===== src/rtl/filter_pkg.sv =====
// Shared FIR filter definitions: tap word width, tap type and the loader state encoding.
package filter_pkg;

    localparam int TW = 16;

    typedef logic [TW-1:0] tap_t;

    typedef enum logic [1:0] {
        IDLE = 2'd0,
        LOAD = 2'd1,
        DONE = 2'd2
    } loader_state_t;

endpackage


===== src/rtl/tap_loader_if.sv =====
// Host tap-write bus plus the tap-load port into the filter, as seen by the loader.
interface tap_loader_if
    import filter_pkg::*;
#(
    parameter int NTAPS = 8,
    parameter int TW    = filter_pkg::TW,
    parameter int AW    = $clog2(NTAPS)
);

    logic          i_host_wr;
    logic [AW-1:0] i_host_addr;
    logic [TW-1:0] i_host_data;
    logic          o_tap_wr;
    logic [TW-1:0] o_tap;

    modport slave (
        input  i_host_wr,
        input  i_host_addr,
        input  i_host_data,
        output o_tap_wr,
        output o_tap
    );

    modport master (
        output i_host_wr,
        output i_host_addr,
        output i_host_data,
        input  o_tap_wr,
        input  o_tap
    );

endinterface


===== src/rtl/tap_bank.sv =====
// Host-writable tap register file with a combinational read port.
module tap_bank
    import filter_pkg::*;
#(
    parameter int NTAPS = 8,
    parameter int TW    = filter_pkg::TW,
    parameter int AW    = $clog2(NTAPS)
) (
    input  logic          i_clk,
    input  logic          i_reset,
    input  logic          i_wr_en,
    input  logic [AW-1:0] i_wr_addr,
    input  logic [TW-1:0] i_wr_data,
    input  logic [AW-1:0] i_rd_addr,
    output logic [TW-1:0] o_rd_data
);

    logic [TW-1:0] r_bank [NTAPS];

    // Addresses past the last tap are silently ignored when NTAPS is not a power of two.
    always_ff @(posedge i_clk) begin
        if (i_reset) begin
            for (int i = 0; i < NTAPS; i++) begin
                r_bank[i] <= '0;
            end
        end else if (i_wr_en && (int'(i_wr_addr) < NTAPS)) begin
            r_bank[i_wr_addr] <= i_wr_data;
        end
    end

    assign o_rd_data = (int'(i_rd_addr) < NTAPS) ? r_bank[i_rd_addr] : '0;

endmodule


===== src/rtl/tap_loader.sv =====
// Replays the tap bank into the filter, highest index first, on a falling edge of i_start.
module tap_loader
    import filter_pkg::*;
#(
    parameter int NTAPS = 8,
    parameter int TW    = filter_pkg::TW,
    parameter int AW    = $clog2(NTAPS)
) (
    input  logic         i_clk,
    input  logic         i_reset,
    input  logic         i_ce,
    input  logic         i_start,
    tap_loader_if.slave  bus,
    output logic         o_ce,
    output logic         o_busy,
    output logic         o_done
);

    localparam logic [1:0]    ST_IDLE  = IDLE;
    localparam logic [1:0]    ST_LOAD  = LOAD;
    localparam logic [1:0]    ST_DONE  = DONE;
    localparam logic [AW-1:0] LAST_IDX = AW'(NTAPS - 1);

    logic [1:0]    r_state;
    logic [AW-1:0] r_idx;
    logic          r_last;
    logic          r_start_q;
    logic          r_tap_wr;
    logic [TW-1:0] r_tap;
    logic          r_done;

    logic          w_req;
    logic          w_bank_wr;
    logic [TW-1:0] w_rd_data;

    assign w_req     = r_start_q & ~i_start;
    assign w_bank_wr = bus.i_host_wr & (r_state == ST_IDLE);

    tap_bank #(
        .NTAPS (NTAPS),
        .TW    (TW),
        .AW    (AW)
    ) u_bank (
        .i_clk     (i_clk),
        .i_reset   (i_reset),
        .i_wr_en   (w_bank_wr),
        .i_wr_addr (bus.i_host_addr),
        .i_wr_data (bus.i_host_data),
        .i_rd_addr (r_idx),
        .o_rd_data (w_rd_data)
    );

    // r_last marks that index 0 has gone out, so LOAD spends one extra cycle before DONE.
    always_ff @(posedge i_clk) begin
        if (i_reset) begin
            r_state   <= ST_IDLE;
            r_idx     <= '0;
            r_last    <= 1'b0;
            r_start_q <= 1'b1;
            r_tap_wr  <= 1'b0;
            r_tap     <= '0;
            r_done    <= 1'b0;
        end else begin
            r_start_q <= i_start;
            r_tap_wr  <= 1'b0;
            r_done    <= 1'b0;
            case (r_state)
                ST_IDLE: begin
                    if (w_req) begin
                        r_state <= ST_LOAD;
                        r_idx   <= LAST_IDX;
                        r_last  <= 1'b0;
                    end
                end
                ST_LOAD: begin
                    if (r_last) begin
                        r_state <= ST_DONE;
                        r_done  <= 1'b1;
                    end else begin
                        r_tap    <= w_rd_data;
                        r_tap_wr <= 1'b1;
                        r_last   <= (r_idx == '0);
                        if (r_idx != '0) begin
                            r_idx <= r_idx - 1'b1;
                        end
                    end
                end
                ST_DONE: begin
                    r_state <= ST_IDLE;
                end
                default: begin
                    r_state <= ST_IDLE;
                end
            endcase
        end
    end

    assign o_busy       = (r_state != ST_IDLE);
    assign o_ce         = i_ce & ~o_busy;
    assign o_done       = r_done;
    assign bus.o_tap_wr = r_tap_wr;
    assign bus.o_tap    = r_tap;

endmodule


===== src/flat_wrapper.sv =====
// flat-port wrapper written by rule: the top's interface ports become plain ports
module tap_loader_flat import filter_pkg::*;
#(
    parameter int NTAPS = 8,
    parameter int TW    = filter_pkg::TW,
    parameter int AW    = $clog2(NTAPS)
)
  (i_clk, i_reset, i_ce, i_start, o_ce, o_busy, o_done, bus_i_host_wr, bus_i_host_addr, bus_i_host_data, bus_o_tap_wr, bus_o_tap);
  tap_loader_if #(.NTAPS(NTAPS), .TW(TW), .AW(AW)) bus_i ();
  input  logic i_clk;
  input  logic i_reset;
  input  logic i_ce;
  input  logic i_start;
  output logic o_ce;
  output logic o_busy;
  output logic o_done;
  input wire logic [$bits(bus_i.i_host_wr)-1:0] bus_i_host_wr;
  input wire logic [$bits(bus_i.i_host_addr)-1:0] bus_i_host_addr;
  input wire logic [$bits(bus_i.i_host_data)-1:0] bus_i_host_data;
  output wire logic [$bits(bus_i.o_tap_wr)-1:0] bus_o_tap_wr;
  output wire logic [$bits(bus_i.o_tap)-1:0] bus_o_tap;
  assign bus_i.i_host_wr = bus_i_host_wr;
  assign bus_i.i_host_addr = bus_i_host_addr;
  assign bus_i.i_host_data = bus_i_host_data;
  assign bus_o_tap_wr = bus_i.o_tap_wr;
  assign bus_o_tap = bus_i.o_tap;
  tap_loader #(.NTAPS(NTAPS), .TW(TW), .AW(AW)) u_core (.i_clk(i_clk), .i_reset(i_reset), .i_ce(i_ce), .i_start(i_start), .bus(bus_i), .o_ce(o_ce), .o_busy(o_busy), .o_done(o_done));
endmodule

===== config.mk =====
export PLATFORM = sky130hd
export DESIGN_NAME = tap_loader_flat
export DESIGN_NICKNAME = d
export VERILOG_FILES = /design/src/rtl/filter_pkg.sv /design/src/rtl/tap_loader_if.sv /design/src/rtl/tap_bank.sv /design/src/rtl/tap_loader.sv /design/src/flat_wrapper.sv
export SDC_FILE = /design/constraint.sdc
export NUM_CORES = 1
export LEC_CHECK = 0
export ABC_AREA = 1
export CORE_ASPECT_RATIO = 0.6
export CORE_MARGIN = 4
export CORE_UTILIZATION = 35
export CTS_CLUSTER_SIZE = 25
export DETAILED_ROUTE_END_ITERATION = 12
export GPL_TIMING_DRIVEN = 0
export SYNTH_ARGS = -nofsm -noshare
export SYNTH_HDL_FRONTEND = slang
export SYNTH_SLANG_ARGS = --single-unit

===== constraint.sdc =====
create_clock -name i_clk -period 2.2 [get_ports i_clk]
set_input_delay 0.22 -clock i_clk [delete_from_list [all_inputs] [get_ports i_clk]]
set_output_delay 0.22 -clock i_clk [all_outputs]
set_load 0.05 [all_outputs]

==> flow_summary_export.csv, run 1 <==
group,metric,value,unit
place,hpwl,14100,µm
power_and_ir_drop,powerDensity,858,mW/mm²
timing,fin_skew,0.00900,ns
synthesis,synth-seq-cells,153,
timing,period_minus_slack,2.13,ns
setup_path,end_kind,"output pin",
clock_tree,cts_buffers,17,
synthesis,syn_nets,814,
cells_and_area,nets,876,
die,dieArea,0.0229,mm²
die,ios,44,
setup_path,crit_required,1.98,ns
power_and_ir_drop,leakage,3.75,nW
cells_and_area,final_cells,1136,
clock_tree,clockRootBuffer,"clkbuf_16",
route,first_iter_violations,642,
route,dr_total_vias,5417,
synthesis,ys_warn_count,0,
synthesis,synth.avg_cell_area,9.09,µm²
timing,final-hold-violation-count,0,
timing,period_share,96.7,%
synthesis,synthTopCellsByCount,"nand2_1, nor2_1, edfxtp_1",
timing,max-slew-margin-rel,44.8,%
setup_path,path_class,"reg2out",
clock_tree,clk_latency,0.43,ns
route,drc_errors,0,
status,status,"finished, final reports clean",
setup_path,cp-start-kind,"flip-flop",
die,rows,40,
grt,grt_max_degree,17,
setup_path,crit_chain,"nor2_4, inv_1, nor2_1, clkdlybuf4s50_1",
synthesis,synth-async-reset-ratio,0,%
clock_tree,cts_tree,"built",
clock_tree,ctsHtreeMaxLevel,4,
power_and_ir_drop,peakVddDrop,572,µV
synthesis,ys_seq_area_share,60.7,%
place,placed_cells,1104,
die,core,0.0201,mm²
route,dr.pass1.iters,5,
timing,setup_viol_count_final,0,
timing,worst_pin_slew,0.828,ns
route,routed_wl,20000,µm
route,routed_via_density,4.77,
route,wl_per_cell,17.6,µm
setup_path,crit_arrival,1.91,ns
synthesis,synth_edf_count,128,
place,finalWeightedCongestion,0.890,
timing,fmax,0.470,GHz
timing,rsz0062_at_grt,"false",
synthesis,synth_most_common_cell,"nand2_1",
hold_path,hp-class,"in2reg",
cells_and_area,n_antenna_cell,0,
hold_path,min-delay-start,"i_start",
synthesis,synthDominantCellAreaShare,53.7,%
clock_tree,clockBufferDepth,2,
setup_path,rr_startpoint,"u_core.r_idx[1]",
synthesis,synth_area_leaders,"edfxtp_1, nand2_1, dfxtp_1",
grt,grt_pass1_wl,30400,µm
setup_path,worstSetupStartpoint,"u_core.r_state[1]",
die,start_util,35.7,%
synthesis,syn_area,0.00716,mm²
flow_run,drv_cap,0,
synthesis,yosysTopAreaCell,"edfxtp_1",
cells_and_area,drive_gt1_share,10.9,%
clock_tree,postCtsHoldBufs,0,
clock_tree,clkTransAtPathRegs,0.06,ns
grt,grt_use_total,18.1,%
timing,fin_setup_tns,0,ns
cells_and_area,synthToLayoutAreaGrowth,18.7,%
setup_path,path_max_fanout,3,
timing,finalMaxSlewViolations,0,
setup_path,cp_top_family,"buffers and inverters",
grt,overflow,0,
setup_path,slowest_stage,"clkdlybuf4s50_1",
synthesis,synthCells,788,
setup_path,slowest_delay,0.81,ns
clock_tree,clkSinkCount,153,
clock_tree,postCtsSetupRepairBufs,0,
synthesis,ys.flop_type,"edfxtp_1",
route,postRouteAntennaNets,0,
die,die_h,119,µm
grt,antenna_found_initial,0,
place,io_buffers,43,
synthesis,synth_cell_types,24,
setup_path,path_buf_inv,2,
die,die_w,193,µm
grt,grt_pass1_vias,4960,
-- routing by layer --
metal	share of wire [%]	vias to the layer above	wire (µm)	global-route usage, %
met5	0	-	0	0
met2	36	230	7240	21.7
met4	0.84	0	167	3.70
li1	-	2609	-	-
met3	12	17	2390	6.40
met1	51	2561	10200	30.1
-- path summary, 6_finish.rpt --
path                                            end  slack [ns]  cells after the start
worst max-delay path                           o_ce        0.07                      4
worst min-delay path               u_core.r_start_q        0.38                      3
worst max register to register      u_core.r_idx[2]        0.26                     10
worst min register to register  u_core.bus.o_tap[2]        0.46                      2
-- logic make-up (layout without fill, tap and decap cells) --
family          count (synthesis)  in the layout  synth area share (%)
compound gates                 23             23                  1.66
fa+ha+maj                       2              2                 0.349
buf+inv                       166            241                  10.1
flops                         153            153                  60.7
simple gates                  444            444                  27.2
-- placed cells by master (no fill, tap or decap), types with 8 or more instances in the layout --
| cell type | count |
|---|---|
| buf_2 | 17 |
| edfxtp_1 | 128 |
| clkbuf_1 | 8 |
| buf_6 | 10 |
| inv_1 | 123 |
| nand2_4 | 8 |
| nor2_1 | 130 |
| a21oi_1 | 19 |
| nand3_1 | 100 |
| nand2_1 | 184 |
| clkbuf_16 | 17 |
| clkdlybuf4s50_1 | 43 |
| dfxtp_1 | 25 |
| nand2_2 | 8 |
-- registers in the layout, indices dropped and copies added (netlist names) --
name	cells
u_core.r_state	2
u_core.r_start_q	1
u_core.bus.o_tap_wr	1
u_core.bus.o_tap	16
u_core.o_done	1
u_core.u_bank.r_bank	128
u_core.r_idx	3
u_core.r_last	1
-- where the power goes --
part	switching, W	total, W	internal [W]
registers	0.0000499	0.00333	0.00328
logic	0.000884	0.00122	0.000336
clock network	0.00128	0.00274	0.00147
-- tightest hold or removal path: stages --
cell and delay (ns):
clkdlybuf4s50_1 0.40, inv_1 0.08, nand2_1 0.05
-- metrics by stage --
stage	hold slack [ns]	setup WS [ns]	utilization, %	cell area, µm²	power, W
6_report	0.376	0.0717	42.3	8500	0.00729
2_1_floorplan	0.297	0.430	-	7160	0.00412
5_1_grt	0.373	0.00888	42.3	8500	0.00758
3_5_place_dp	0.457	-0.425	39.5	7930	0.00458
3_3_place_gp	0.454	-0.359	39.5	7930	0.00457
4_1_cts	0.366	0.0145	42.3	8490	0.00729
-- timing repair --
item                                    in CTS  in global routing
hold endpoints to repair                     0                  0
endpoints found under the setup margin      59                 64
gates resized for setup                      4                  4
-- cell type report --
cell class | count | area [µm²]
fillers | 1978 | 11600
flip-flops and latches | 153 | 4340
clock buffers | 17 | 425
multi-input cells | 469 | 2110
well taps | 273 | 342
inverters | 129 | 487
repair buffers | 43 | 430
clock inverters | 15 | 119
plain buffers | 37 | 239
No activity file was read; power rests on OpenSTA's default activity.
==> inputs of run 2 (changes only) <==
- CAP_MARGIN: default -> 20
- GPL_ROUTABILITY_DRIVEN: default -> 0
- SETUP_SLACK_MARGIN: default -> 0.05
==> run 2 against run 1 <==
Clock-buffer cell count unchanged. Clock power is essentially flat. Highest routed layer unchanged. Combinational power is essentially flat. Fmax rose by 6.3%. Wire length about the same. Via count about the same. Critical endpoint is now o_busy. Sequential power about the same. First-iteration DRC count stayed put. Global-route usage did not move. Setup slack better by 0.13 ns.
==> flow_summary_export.csv, run 2 (synthesis results as in run 1) <==
group,metric,value,unit
status,status,"finished, final reports clean",
timing,worst_pin_slew,0.828,ns
cells_and_area,regMostFlops,"u_core.u_bank.r_bank",
clock_tree,clockRootBuffer,"clkbuf_16",
cells_and_area,synthToLayoutAreaGrowth,18.6,%
timing,rsz0062_at_grt,"false",
route,postRouteAntennaNets,0,
flow_run,drv_cap,0,
die,die_h,119,µm
die,die_w,193,µm
timing,finalMaxSlewViolations,0,
place,io_buffers,43,
setup_path,rr_startpoint,"u_core.r_idx[1]",
die,start_util,35.7,%
grt,grt_use_total,18.1,%
timing,max-slew-margin-rel,44.8,%
route,routed_via_density,4.76,
die,rows,40,
timing,timing.hold.ws,0.376,ns
cells_and_area,drive_gt1_share,10.9,%
power_and_ir_drop,powerDensity,858,mW/mm²
route,first_iter_violations,642,
timing,fin_setup_tns,0,ns
hold_path,min_path_cells,3,
clock_tree,clockBufferDepth,2,
timing,fmax,0.499,GHz
timing,period_minus_slack,2.00,ns
setup_path,cp-start-kind,"flip-flop",
power_and_ir_drop,peakVddDrop,572,µV
clock_tree,clkTransAtPathRegs,0.06,ns
cells_and_area,layout_commonest_cell,"nand2_1",
power_and_ir_drop,finalPower,0.00729,W
die,dieArea,0.0229,mm²
timing,final-hold-violation-count,0,
grt,antenna_found_initial,0,
setup_path,regToRegSetupSlack,0.26,ns
setup_path,end_kind,"output pin",
setup_path,crit_required,1.98,ns
grt,overflow,0,
route,wl_per_cell,17.6,µm
grt,grt_pass1_wl,30400,µm
clock_tree,cts_tree,"built",
clock_tree,cts_buffers,17,
hold_path,hold_end,"u_core.r_start_q",
timing,fin_skew,0.00976,ns
setup_path,crit_arrival,1.78,ns
cells_and_area,n_antenna_cell,0,
place,hpwl,14100,µm
power_and_ir_drop,leakage,3.75,nW
clock_tree,postCtsSetupRepairBufs,0,
clock_tree,clkSinkCount,153,
clock_tree,postCtsHoldBufs,0,
grt,grt_pass1_vias,4960,
cells_and_area,final_cell_mix,"nand2_1, nor2_1, edfxtp_1",
route,dr.pass1.iters,5,
setup_path,r2r-end,"u_core.r_idx[2]",
route,dr_total_vias,5412,
hold_path,min-delay-start,"i_start",
setup_path,path_class,"reg2out",
setup_path,worst_r2r_path_depth,10,
cells_and_area,nets,876,
clock_tree,ctsHtreeMaxLevel,4,
cells_and_area,largest_register_ffs,128,
setup_path,path_max_fanout,3,
die,core,0.0201,mm²
timing,setup_viol_count_final,0,
route,routed_wl,20000,µm
route,drc_errors,0,
hold_path,hp-class,"in2reg",
die,ios,44,
timing,period_share,91.0,%
clock_tree,clk_latency,0.43,ns
grt,grt_max_degree,17,
run 2: cell types whose count changed in the layout (fill, tap and decap cells not counted):
| cell | previous run | this run |
|---|---|---|
| clkdlybuf4s50_1 | 43 | 42 |
| dlygate4sd2_1 | 0 | 1 |
run 2: how the worst max path moves through the flow:
stage / startpoint / endpoint / slack [ns] / cells past startpoint
6_report: u_core.r_state[1] / o_busy / 0.20 / 3
3_3_place_gp: i_reset / u_core.u_bank.r_bank[3][0] / -0.36 / 7
2_1_floorplan: u_core.r_state[1] / u_core.u_bank.r_bank[3][0] / 0.43 / 6
3_5_place_dp: i_reset / u_core.u_bank.r_bank[7][12] / -0.43 / 7
4_1_cts: u_core.r_state[1] / u_core.u_bank.r_bank[4][13] / 0.05 / 6
5_1_grt: u_core.r_idx[1] / u_core.r_idx[0] / 0.09 / 10
run 2: cell type report:
| type | instances | area, µm² |
|---|---|---|
| multi-input cells | 469 | 2110 |
| well taps | 273 | 342 |
| clock buffers | 17 | 425 |
| clock inverters | 15 | 119 |
| plain buffers | 37 | 239 |
| flip-flops and latches | 153 | 4340 |
| repair buffers | 43 | 429 |
| inverters | 129 | 487 |
| fillers | 1978 | 11600 |
run 2: power breakdown:
| part | internal [W] | switching [W] | total [W] |
|---|---|---|---|
| registers | 0.00328 | 0.0000499 | 0.00333 |
| clock network | 0.00147 | 0.00128 | 0.00275 |
| logic | 0.000335 | 0.000885 | 0.00122 |
| total | 0.00508 | 0.00222 | 0.00729 |
run 2: stage by stage:
stage / area, µm² / util, % / std cells / setup WS [ns]
2_1_floorplan: 7160 / - / 788 / 0.430
3_3_place_gp: 7930 / 39.5 / 1104 / -0.359
3_5_place_dp: 7930 / 39.5 / 1104 / -0.425
4_1_cts: 8490 / 42.3 / 1136 / 0.0507
5_1_grt: 8500 / 42.3 / 1136 / 0.0869
6_report: 8500 / 42.3 / 1136 / 0.197
run 2: routing by layer:
metal / vias up / GRT usage [%] / wire [µm]
li1: 2609 / - / -
met1: 2550 / 30.1 / 10100
met2: 236 / 21.7 / 7250
met3: 17 / 6.40 / 2480
met4: 0 / 3.70 / 167
met5: - / 0 / 0
run 2: timing repair:
| item | in CTS | in global routing |
|---|---|---|
| resized for setup | 7 | 2 |
| endpoints found under the setup margin | 97 | 32 |
| hold endpoints to repair | 0 | 0 |
run 2: critical path, cell delays in order (launching register included):
cell and delay, ns:
dfxtp_1 0.41, nor2_4 0.08, inv_1 0.07, clkdlybuf4s50_1 0.80
